File: src/rtl/menu_pkg.sv
// Shared types and constants for the menu screen compositor.
package menu_pkg;
  typedef enum logic [1:0] {NAV = 2'd0, CONFIRM = 2'd1, DONE = 2'd2} menu_state_t;

  localparam logic [23:0] DEF_COLOR_IDLE    = 24'hF4_63_05;
  localparam logic [23:0] DEF_COLOR_SEL     = 24'hFF_A0_40;
  localparam logic [23:0] DEF_COLOR_CONFIRM = 24'h40_FF_40;
  localparam logic [23:0] DEF_COLOR_GLYPH   = 24'hFF_FF_FF;
  localparam int          GLYPH_COL_W       = 10;
endpackage

File: src/rtl/menu_button_sprite.sv
// One button's hit test: registered button-area hit and stepped arrow glyph hit.
module menu_button_sprite import menu_pkg::*; #(
  parameter int BTN_X       = 380,
  parameter int BTN_Y       = 300,
  parameter int BTN_W       = 200,
  parameter int BTN_H       = 100,
  parameter int GLYPH_STEPS = 4,
  parameter int GLYPH_H     = 60,
  parameter int GLYPH_DH    = 15
) (
  input  logic        clk_in,
  input  logic        rst_in,
  input  logic [10:0] hcount_in,
  input  logic [9:0]  vcount_in,
  output logic        hit_out,
  output logic        glyph_hit_out
);
  localparam logic [11:0] X0 = 12'(BTN_X);
  localparam logic [11:0] X1 = 12'(BTN_X + BTN_W);
  localparam logic [11:0] Y0 = 12'(BTN_Y);
  localparam logic [11:0] Y1 = 12'(BTN_Y + BTN_H);

  logic [11:0]            w_x, w_y;
  logic                   w_hit;
  logic [GLYPH_STEPS-1:0] w_col;

  assign w_x   = {1'b0, hcount_in};
  assign w_y   = {2'b0, vcount_in};
  assign w_hit = (w_x >= X0) && (w_x < X1) && (w_y >= Y0) && (w_y < Y1);

  // Columns shrink by GLYPH_DH each step and stay vertically centred.
  for (genvar k = 0; k < GLYPH_STEPS; k++) begin : g_col
    localparam int          HK  = GLYPH_H - k * GLYPH_DH;
    localparam int          CXB = BTN_X + BTN_W / 2 - 5 * GLYPH_STEPS + GLYPH_COL_W * k;
    localparam int          CYB = BTN_Y + (BTN_H - HK) / 2;
    localparam logic [11:0] CX0 = 12'(CXB);
    localparam logic [11:0] CX1 = 12'(CXB + GLYPH_COL_W);
    localparam logic [11:0] CY0 = 12'(CYB);
    localparam logic [11:0] CY1 = 12'(CYB + HK);
    assign w_col[k] = (w_x >= CX0) && (w_x < CX1) && (w_y >= CY0) && (w_y < CY1);
  end

  always_ff @(posedge clk_in or posedge rst_in) begin
    if (rst_in) begin
      hit_out       <= 1'b0;
      glyph_hit_out <= 1'b0;
    end else begin
      hit_out       <= w_hit;
      glyph_hit_out <= |w_col;
    end
  end
endmodule

File: src/rtl/menu_display.sv
// Menu compositor: button column + arrow glyphs over a sprite, cursor/confirm FSM.
// Optional MENU_BLINK_EN makes the NAV cursor button blink every BLINK_FRAMES frames.
module menu_display import menu_pkg::*; #(
  parameter int          NUM_BUTTONS    = 3,
  parameter int          BTN_X          = 380,
  parameter int          BTN_Y0         = 300,
  parameter int          BTN_W          = 200,
  parameter int          BTN_H          = 100,
  parameter int          BTN_GAP        = 20,
  parameter int          GLYPH_STEPS    = 4,
  parameter int          GLYPH_H        = 60,
  parameter int          GLYPH_DH       = 15,
  parameter logic [23:0] COLOR_IDLE     = DEF_COLOR_IDLE,
  parameter logic [23:0] COLOR_SEL      = DEF_COLOR_SEL,
  parameter logic [23:0] COLOR_CONFIRM  = DEF_COLOR_CONFIRM,
  parameter logic [23:0] COLOR_GLYPH    = DEF_COLOR_GLYPH,
  parameter int          BLINK_FRAMES   = 30,
  parameter int          CONFIRM_FRAMES = 45,
  localparam int         IW             = $clog2(NUM_BUTTONS)
) (
  input  logic          clk_in,
  input  logic          rst_in,
  input  logic [10:0]   hcount_in,
  input  logic [9:0]    vcount_in,
  input  logic [23:0]   img_sprite_in,
  input  logic          new_frame_in,
  input  logic          up_in,
  input  logic          down_in,
  input  logic          select_in,
  input  logic          choice_ack_in,
  output logic [23:0]   display_out,
  output logic [IW-1:0] cursor_out,
  output logic [IW-1:0] choice_out,
  output logic          choice_valid_out
);
  localparam int          FW   = $clog2(CONFIRM_FRAMES + 1);
  localparam logic [IW-1:0] LAST = IW'(NUM_BUTTONS - 1);

  menu_state_t          r_state;
  logic [IW-1:0]        r_cursor, r_choice;
  logic                 r_valid;
  logic [FW-1:0]        r_frames;
  logic [23:0]          r_sprite, r_display;
  logic [NUM_BUTTONS-1:0] w_hit, w_glyph;
  logic [23:0]          w_sel_color, w_pix;

  for (genvar i = 0; i < NUM_BUTTONS; i++) begin : g_btn
    menu_button_sprite #(
      .BTN_X(BTN_X), .BTN_Y(BTN_Y0 + i * (BTN_H + BTN_GAP)), .BTN_W(BTN_W), .BTN_H(BTN_H),
      .GLYPH_STEPS(GLYPH_STEPS), .GLYPH_H(GLYPH_H), .GLYPH_DH(GLYPH_DH)
    ) u_btn (
      .clk_in(clk_in), .rst_in(rst_in), .hcount_in(hcount_in), .vcount_in(vcount_in),
      .hit_out(w_hit[i]), .glyph_hit_out(w_glyph[i])
    );
  end

  always_ff @(posedge clk_in or posedge rst_in) begin
    if (rst_in) begin
      r_state  <= NAV;
      r_cursor <= '0;
      r_choice <= '0;
      r_valid  <= 1'b0;
      r_frames <= '0;
    end else begin
      case (r_state)
        NAV: begin
          if (select_in) begin
            r_choice <= r_cursor;
            r_frames <= '0;
            r_state  <= CONFIRM;
          end else if (up_in && !down_in) begin
            r_cursor <= (r_cursor == '0) ? LAST : r_cursor - 1'b1;
          end else if (down_in && !up_in) begin
            r_cursor <= (r_cursor == LAST) ? '0 : r_cursor + 1'b1;
          end
        end
        CONFIRM: begin
          if (new_frame_in) begin
            if (r_frames == FW'(CONFIRM_FRAMES - 1)) begin
              r_state <= DONE;
              r_valid <= 1'b1;
            end else begin
              r_frames <= r_frames + 1'b1;
            end
          end
        end
        DONE: begin
          if (choice_ack_in) begin
            r_state <= NAV;
            r_valid <= 1'b0;
          end
        end
        default: r_state <= NAV;
      endcase
    end
  end

`ifdef MENU_BLINK_EN
  localparam int BW = $clog2(BLINK_FRAMES + 1);
  logic [BW-1:0] r_blink_cnt;
  logic          r_blink_on;

  // Phase restarts at COLOR_SEL on every cursor move and on return to NAV.
  always_ff @(posedge clk_in or posedge rst_in) begin
    if (rst_in) begin
      r_blink_cnt <= '0;
      r_blink_on  <= 1'b1;
    end else if (r_state == DONE && choice_ack_in) begin
      r_blink_cnt <= '0;
      r_blink_on  <= 1'b1;
    end else if (r_state == NAV && !select_in) begin
      if (up_in ^ down_in) begin
        r_blink_cnt <= '0;
        r_blink_on  <= 1'b1;
      end else if (new_frame_in) begin
        if (r_blink_cnt == BW'(BLINK_FRAMES - 1)) begin
          r_blink_cnt <= '0;
          r_blink_on  <= ~r_blink_on;
        end else begin
          r_blink_cnt <= r_blink_cnt + 1'b1;
        end
      end
    end
  end

  assign w_sel_color = r_blink_on ? COLOR_SEL : COLOR_IDLE;
`else
  assign w_sel_color = COLOR_SEL;
`endif

  always_comb begin
    w_pix = '0;
    for (int i = 0; i < NUM_BUTTONS; i++) begin
      if (w_hit[i]) begin
        if (r_state == NAV && r_cursor == IW'(i))      w_pix = w_sel_color;
        else if (r_state != NAV && r_choice == IW'(i)) w_pix = COLOR_CONFIRM;
        else                                           w_pix = COLOR_IDLE;
      end
    end
    if (|w_glyph)          w_pix = COLOR_GLYPH;
    if (r_sprite != 24'h0) w_pix = r_sprite;
  end

  always_ff @(posedge clk_in or posedge rst_in) begin
    if (rst_in) begin
      r_sprite  <= '0;
      r_display <= '0;
    end else begin
      r_sprite  <= img_sprite_in;
      r_display <= w_pix;
    end
  end

  assign display_out      = r_display;
  assign cursor_out       = r_cursor;
  assign choice_out       = r_choice;
  assign choice_valid_out = r_valid;
endmodule
File: config.mk
export PLATFORM = sky130hd
export DESIGN_NAME = menu_display
export DESIGN_NICKNAME = d
export VERILOG_FILES = /design/src/rtl/menu_pkg.sv /design/src/rtl/menu_button_sprite.sv /design/src/rtl/menu_display.sv
export SDC_FILE = /design/constraint.sdc
export NUM_CORES = 1
export LEC_CHECK = 0
export CORE_ASPECT_RATIO = 1.2
export CORE_MARGIN = 5
export CORE_UTILIZATION = 49
export CTS_CLUSTER_SIZE = 28
export DETAILED_ROUTE_END_ITERATION = 6
export PLACE_DENSITY = 0.8
export SYNTH_ARGS = -nofsm -noshare
export SYNTH_HDL_FRONTEND = slang
export SYNTH_SLANG_ARGS = --single-unit
File: constraint.sdc
create_clock -name clk_in -period 3.3 [get_ports clk_in]
set_clock_uncertainty 0.15 [all_clocks]
set_input_delay 0.66 -clock clk_in [delete_from_list [all_inputs] [get_ports clk_in]]
set_output_delay 0.66 -clock clk_in [all_outputs]
set_load 0.005 [all_outputs]
==> metrics.txt <==
Port Buf Inserts=~80; worst hold path type=flip-flop to flip-flop; cell taking the most area after synthesis=dfrtp_1; clock sink count=67; main flop type after synthesis=dfrtp_1; critical path, cell by cell=clkdlybuf4s50_1 > o21ai_0 > or3_1 > a31o_1 > a32oi_1 > a31oi_1; Seq/Total Area, Yosys=51.8%; CTS max path bufs=2; slowest stage cell, crit path=clkdlybuf4s50_1; clk_lat worst skew=340 ps; maxcap violations=0; run status=finished, final reports clean; Detailed Routing Iterations Pass 1=4; clock power share=between 30% and 40%; Final Cycle Share=around 71%; fill cell count=489; final setup fails=0; Final Hold Viols=0; Switching Fraction=24.9%; RSZ-0062 raised after global routing=false; overflow left after global routing=0; Resized cells post-CTS=0; headroom to the max-slew limit=58.0%; R2R cell count=7; internal power=1600 µW; Synth Register Bits=67; ant diodes=0; startpoint types=input port; CP Depth=6; Post-Synthesis Mean Instance Area=10.7 µm²; Yosys warnings=0; initial antenna violation count=0; Syn Inst Count=~300; count of cell types in the netlist=66; top-area cell type share of the netlist area=between 50% and 60%; WP data arrival=between 2000 and 2500 ps; Initial Utilization=50.2%; DRC violations left=0; Worst Max-Slew Pin Slew=622 ps; beginning of the worst register-to-register path=cursor_out[1]; die width=roughly 84 µm; Fin Setup TNS=0 ps; Slew Limit Fails=0; htree depth=3; die area=8340 µm²; Max FO, Critical Path=10; CP endpoint kind=flip-flop; vias in the first global route=between 2000 and 3000; postcts setup bufs=0; fmax=roughly 0.42 GHz; Total Routed Length=7210 µm; Critical Path RT=3360 ps; post-layout instance area=4320 µm²; total CTS buffers=9; combinational power share=17.8%; Clock Pin Slew Worst Setup and Hold Paths=70 ps; initial DRC count=107; Worst Setup SP=vcount_in[2]; antenna-violating nets left=0; GRT Total Usage=18.6%; CP max stage delay=between 600 and 700 ps; Die Ht=99.0 µm; drt wl/cell=15.3 µm; floorplan row count=32; DP HPWL=5520 µm; core area=~6400 µm²; Final Power=2130 µW; minimum clock period=2350 ps; Via density=5.48; Syn Nets=364; via count=2583; P per Cell Area=~490 nW/µm²; Hold Path Stages=1; Synth async-reset ratio=100%; crit path kind=input port to flip-flop; Placement Cell Area=about 4000 µm²; Net Sw Power=529 µW; peak supply drop=about 0.00031 V; CP Buf/Inv Count=1; IO Pins=81; clk root buf=clkbuf_8; part of the power in registers=45.7%; Leak=around 0.0018 µW; Routability Congestion=0.937; Post-synth EDFFs=0; Layout area overhead=33.6%; Top Family by Delay on Critical Path=compound AO/OA/AOI/OAI gates; Nets=~440; Syn Std Cell Area=between 3000 and 4000 µm²; layout cells sized above 1=10.6%; first-pass GRT wire length=12300 µm; CTS Hold Buffers Added=0; largest net degree at the start of global routing=40; CTS tree=done; min-delay src=r_sprite[12]; ranking of synthesized cells by area=dfrtp_1 52%, ha_1 3.5%, nand2b_1 2.5%
Yosys cell counts, types with 4 or more instances:
master and instances:
nand2_1 16, dfrtp_1 67, a221oi_1 4, or2_2 9, nor3_1 5, nor2_1 20
inv_1 13, clkbuf_1 8, and3_1 6, nor4_1 6, o21ai_0 12, o31ai_1 4
o211ai_1 4, xor2_1 4, a21oi_1 14, ha_1 9, nor2b_1 5, or2_1 6
nand2b_1 13, nand3_1 4, nand4_1 4
sequential cells by signal, summed over array words and instances (netlist names):
signal                     cells
choice_valid_out               1
r_sprite                      24
g_btn.u_btn.glyph_hit_out      3
g_btn.u_btn.hit_out            3
r_state                        2
cursor_out                     2
r_frames                       6
display_out                   24
choice_out                     2
cell usage in the layout, fill, tap and decap left out, drive strengths merged, types with 9 or more instances in the layout:
cell type,synthesis,routed
dfrtp,67,67
ha,9,9
inv,13,13
o21ai,13,13
nand2b,13,13
or2,15,15
clkdlybuf4s50,0,79
clkbuf,8,13
nor2,22,22
nand2,16,16
a21oi,14,14
layer usage:
| metal | track usage (%) | wire length (µm) |
|---|---|---|
| met3 | 3.93 | 422 |
| met2 | 33.2 | 3840 |
| met4 | 10.1 | 240 |
| met5 | 0 | 0 |
| met1 | 20.6 | 2700 |
power by group through the flow:
stage / Clock [µW] / Combinational [µW] / Sequential, µW
global placement: 0 / 370 / 984
detailed placement: 0 / 381 / 988
global route: 828 / 424 / 987
finish: 776 / 380 / 973
CTS: 788 / 384 / 974
floorplan: 0 / 224 / 967
worst paths after layout:
kind / endpoint / slack (ps)
worst max-delay path: g_btn[2].u_btn.glyph_hit_out / 950
worst min-delay path: display_out[12] / 310
worst max register to register: display_out[2] / 1240
worst min register to register: display_out[12] / 310
max in group asynchronous: r_sprite[11] / 1820
min in group asynchronous: r_frames[3] / 580
logic make-up (layout without fill, tap and decap cells):
group,Yosys count,count (layout),synth area share [%]
AND/OR/NAND/NOR,117,117,21.0
flip-flops,67,67,51.8
AO/OA/AOI/OAI,72,72,16.6
buffers and inverters,27,110,3.79
adder cells (fa/ha/maj),9,9,3.48
multiplexers,6,6,1.97
XOR/XNOR,5,5,1.35
area by class of cell:
cell class,instances,area (µm²),share of cell area (%)
sequential,67,1680,38.8
multi-input combinational,209,1440,33.2
timing repair buffer,81,818,18.9
clock buffer,13,169,3.91
tap,85,106,2.46
clock inverter,3,68.8,1.59
inverter,13,48.8,1.13
metrics by stage:
step | setup WS, ps | utilization, % | hold WS [ps] | std cells
global route | 783 | 67.1 | 339 | 471
finish | 947 | 67.1 | 309 | 471
CTS | 978 | 67.1 | 310 | 471
detailed placement | 624 | 63.4 | 294 | 455
floorplan | 807 | - | 284 | 303
global placement | 604 | 63.4 | 291 | 455
No activity file was read; power rests on OpenSTA's default activity.
